`src/rtl/reset_run_sequencer.sv`:
```
// Bring-up sequencer: holds a registered system reset, opens a bounded run
// window with a divided tick strobe, then reports completion until restarted.
module reset_run_sequencer #(
    parameter int HOLD_CYCLES = 5,
    parameter int RUN_CYCLES  = 8,
    parameter int TICK_DIV    = 2,
    parameter int CNT_W       = 16
) (
    input  logic             clock_i,
    input  logic             reset_i,
    input  logic             start_i,
    input  logic             abort_i,
    output logic             sys_reset_o,
    output logic             run_o,
    output logic             tick_o,
    output logic             busy_o,
    output logic             done_o,
    output logic [CNT_W-1:0] cycle_count_o
);

    typedef enum logic [1:0] {IDLE, HOLD, RUN, DONE} state_t;

    localparam logic [CNT_W-1:0] HOLD_LAST = CNT_W'(HOLD_CYCLES);
    localparam logic [CNT_W-1:0] RUN_LAST  = CNT_W'(RUN_CYCLES - 1);
    localparam logic [CNT_W-1:0] TICK_LAST = CNT_W'(TICK_DIV - 1);
    localparam logic [CNT_W-1:0] CNT_MAX   = '1;

    state_t           state_q, state_d;
    logic [CNT_W-1:0] hold_q, hold_d;
    logic [CNT_W-1:0] phase_q, phase_d;
    logic [CNT_W-1:0] count_q, count_d;
    logic             tick_q, tick_d;
    logic             sys_reset_q, sys_reset_d;
    logic             run_q, run_d;
    logic             busy_q, busy_d;
    logic             done_q, done_d;

    // Abort outranks terminal count, which outranks start; the RUN count
    // advances on every RUN edge, including the one that aborts.
    always_comb begin
        state_d = state_q;
        hold_d  = hold_q;
        phase_d = phase_q;
        count_d = count_q;
        tick_d  = 1'b0;
        case (state_q)
            IDLE, DONE: begin
                if (start_i) begin
                    state_d = HOLD;
                    hold_d  = CNT_W'(1);
                    count_d = '0;
                end
            end
            HOLD: begin
                if (abort_i) begin
                    state_d = IDLE;
                end else if (hold_q == HOLD_LAST) begin
                    state_d = RUN;
                    tick_d  = (TICK_LAST == '0);
                    phase_d = (TICK_LAST == '0) ? '0 : CNT_W'(1);
                end else begin
                    hold_d = hold_q + 1'b1;
                end
            end
            RUN: begin
                if (count_q != CNT_MAX) begin
                    count_d = count_q + 1'b1;
                end
                if (abort_i) begin
                    state_d = IDLE;
                end else if (count_q == RUN_LAST) begin
                    state_d = DONE;
                end else begin
                    tick_d  = (phase_q == TICK_LAST);
                    phase_d = (phase_q == TICK_LAST) ? '0 : phase_q + 1'b1;
                end
            end
            default: begin
                state_d = IDLE;
            end
        endcase

        sys_reset_d = (state_d != RUN);
        run_d       = (state_d == RUN);
        busy_d      = (state_d == HOLD) || (state_d == RUN);
        done_d      = (state_d == DONE);
    end

    always_ff @(posedge clock_i) begin
        if (reset_i) begin
            state_q     <= IDLE;
            hold_q      <= '0;
            phase_q     <= '0;
            count_q     <= '0;
            tick_q      <= 1'b0;
            sys_reset_q <= 1'b1;
            run_q       <= 1'b0;
            busy_q      <= 1'b0;
            done_q      <= 1'b0;
        end else begin
            state_q     <= state_d;
            hold_q      <= hold_d;
            phase_q     <= phase_d;
            count_q     <= count_d;
            tick_q      <= tick_d;
            sys_reset_q <= sys_reset_d;
            run_q       <= run_d;
            busy_q      <= busy_d;
            done_q      <= done_d;
        end
    end

    assign sys_reset_o   = sys_reset_q;
    assign run_o         = run_q;
    assign tick_o        = tick_q;
    assign busy_o        = busy_q;
    assign done_o        = done_q;
    assign cycle_count_o = count_q;

endmodule
```
`config.mk`:
```
export PLATFORM = sky130hd
export DESIGN_NAME = reset_run_sequencer
export DESIGN_NICKNAME = d
export VERILOG_FILES = /design/src/rtl/reset_run_sequencer.sv
export SDC_FILE = /design/constraint.sdc
export NUM_CORES = 1
export LEC_CHECK = 0
export CORE_UTILIZATION = 30
export CTS_BUF_LIST = sky130_fd_sc_hd__clkbuf_4
export DETAILED_ROUTE_END_ITERATION = 8
export DONT_BUFFER_PORTS = 1
export GPL_ROUTABILITY_DRIVEN = 0
export PLACE_DENSITY = 0.43
export SLEW_MARGIN = 20
export SYNTH_ARGS = -nofsm -noshare
export SYNTH_HDL_FRONTEND = slang
export SYNTH_SLANG_ARGS = --single-unit
```
`constraint.sdc`:
```
create_clock -name clock_i -period 6.6 [get_ports clock_i]
set_input_delay 1.65 -clock clock_i [delete_from_list [all_inputs] [get_ports clock_i]]
set_output_delay 1.65 -clock clock_i [all_outputs]
set_load 0.02 [all_outputs]
```
==> impl_results.md <==
* Clk sinks at 55
* Clock transition at path regs at 0.16 ns
* I/O pins at 25
* Tightest Pin Transition at 1.046 ns
* Starting Density at 30.79%
* Peak VDD IR at 0.00006468 V
* Antenna Violating Nets Remaining at 0
* Die Width at 104.5 µm
* Vias in the first global route at 2800
* Die height at 104.5 µm
* Commonest non-fill, non-tap cells in the layout: dfxtp_1, nand2_1, o21ai_0, a21oi_1, nor2_1
* Top cells by area, synth: dfxtp_1, nand2_1, ha_1
* Crit. End Element: flip-flop
* Crit path buffers/inverters at 1
* Crit-path max cell delay at 0.66 ns
* Avg WL per Cell at 16.76 µm
* Worst path required time at 6.89 ns
* Tot Pwr at 0.0005395 W
* Root Buffer Master: clkbuf_4
* GRT Resource Usage Total at 16.45%
* Pin count of the biggest net entering global routing at 54
* Met3 Wirelength at 310 µm
* Fin nets at 398
* Metal-1 WL at 4335 µm
* Clk_lat worst skew at 0.38 ns
* Synth-to-Final Area Change at 4.448%
* Sequential power share at 62.6%
* YS warnings at 0
* Syn nets at 412
* Post-Syn Area at 3151 µm²
* Combinational share of power at 8.7%
* # port buffers at 0
* Post-Synthesis Cells at 398
* Pwr dens at 164.0 nW/µm²
* P_sw at 0.0001447 W
* Main synth FF type: dfxtp_1
* EDFF count, synth at 0
* Kind of critical path: reg2reg
* Grt ovf at 0
* Maximum fanout along the worst path at 24
* Fmax at 299.1 MHz
* Share of layout cells above drive strength 1 at 4.675%
* Leakage at 0.9762 nW
* Crit path max-delay family: simple AND/OR/NAND/NOR gates
* Uppermost routed layer: met4
* Initial antenna violation count at 0
* Hold Path Class: reg2reg
* N_diodes at 0
* Arrival time worst endpoint at 3.63 ns
* CTS tree: built
* TritonRoute pass-1 iters at 4
* Hold buffers post-CTS at 0
* Core area at 10230 µm²
* Post-synthesis cell type count at 55
* Die area at 10920 µm²
* Status: finished clean
* Mean Syn Cell Area at 7.916 µm²
* Startpoint types: flip-flop
* Async set-reset flop share out of synthesis at 0%
* Setup tns final at 0 ns
* Critical-path cell with the highest stage delay: ha_1
* Num CTS Buffers at 5
* Register area share after synthesis at 34.95%
* H-Tree Depth at 2
* DR vias at 2999
* Unrepaired setup endpoints after global routing: no
* Synth top area share at 34.95%
* DR WL met2 at 4012 µm
* Internal power at 0.0003948 W
* DR vias/cell at 5.756
* Clock Skew at 0.009063 ns
* Post-DP HPWL at 5889 µm
* Routed wire length at 8734 µm
* Post-CTS setup buffers at 0
* Final hold viol count at 0
* Maxcap violations at 0
* Seq cells post-synth at 55
* Cell Rows at 37
* Post-route DRC at 0
* First-pass GRT wire length at 14710 µm
* Endpoints failing setup at 0
* Clock Power Share at 28.7%
* Crit-path cells: inv_1, ha_1, or4b_2, or4_4, a21oi_2, o21ai_0, a32o_1
* Post-CTS sizing at 0
* DR iter-0 viols at 154
* Switching share of power at 26.82%
* Yosys top cell by area: dfxtp_1
* Commonest non-fill, non-tap cell in the layout: dfxtp_1
* Max Buffers Root-to-Sink at 2
* Slew Limit Fails at 0
* Final worst-path cycle share at 50.66%
* Slew headroom at 29.65%
* Minimum clock period at 3.344 ns
-- tightest hold or removal path: stages (launching register included) --
cell and delay, ns:
dfxtp_1 0.36, nand2_1 0.06, a21oi_1 0.05
-- area by class of cell --
class	count	area (µm²)
tap	136	170.2
fill	1100	6940
inverter	10	37.54
timing repair buffer	2	15.01
clock inverter	2	7.507
clock buffer	6	45.04
sequential	55	1101
multi-input combinational	310	1914
-- sequential cells by signal, summed over array words and instances (netlist names) --
register       count
phase_q           16
hold_q            16
sys_reset_o        1
state_q            2
tick_o             1
run_o              1
cycle_count_o     16
done_o             1
busy_o             1
-- cell usage after synthesis (all sizes together), types with 9 or more instances --
| library cell | count |
|---|---|
| nand2 | 52 |
| a21oi | 22 |
| nor2 | 21 |
| nand4 | 12 |
| dfxtp | 55 |
| a31oi | 19 |
| or4 | 10 |
| nor3 | 18 |
| or3 | 12 |
| clkbuf | 20 |
| nand3 | 19 |
| inv | 9 |
| ha | 10 |
| o21ai | 21 |
-- cells by family after synthesis --
logic type / Yosys count / synth area share [%]
flip-flops: 55 / 34.95
multiplexers: 3 / 0.9929
buffers and inverters: 33 / 4.289
AO/OA/AOI/OAI: 106 / 22.92
adder cells (fa/ha/maj): 10 / 3.971
AND/OR/NAND/NOR: 191 / 32.88
-- layer usage --
metal / global-route usage (%) / vias to the layer above
li1: - / 1495
met2: 26.16 / 49
met3: 2.820 / 8
met1: 23.00 / 1447
met5: 0 / -
met4: 3.878 / 0
-- worst paths after layout --
check             depth (start not counted)         end  slack (ns)  startpoint
setup reg to reg                          7  phase_q[9]        3.26  state_q[1]
hold reg to reg                           2  phase_q[1]        0.50  phase_q[1]
setup / recovery                          7  phase_q[9]        3.26  state_q[1]
hold / removal                            2  phase_q[1]        0.50  phase_q[1]
-- power by group through the flow --
stage                     sequential [W]  combinational (W)  clock [W]
after global placement          0.000345          0.0000486          0
after floorplan                 0.000344          0.0000397          0
after global routing            0.000338          0.0000526   0.000179
final                           0.000338          0.0000470   0.000155
after CTS                       0.000338          0.0000476   0.000165
after detailed placement        0.000345          0.0000472          0
-- metrics by stage --
| step | std cells | setup slack (ns) | instance area (µm²) | util (%) | hold slack, ns |
|---|---|---|---|---|---|
| 3_5_place_dp | 513 | 3.295 | 3238 | 31.65 | 0.4783 |
| 4_1_cts | 521 | 3.255 | 3291 | 32.16 | 0.4995 |
| 3_3_place_gp | 513 | 3.304 | 3238 | 31.65 | 0.4680 |
| 2_1_floorplan | 398 | 3.800 | 3151 | - | 0.4535 |
| 5_1_grt | 521 | 3.014 | 3291 | 32.16 | 0.5358 |
| 6_report | 521 | 3.256 | 3291 | 32.16 | 0.4965 |
No activity file was read; power rests on OpenSTA's default activity.
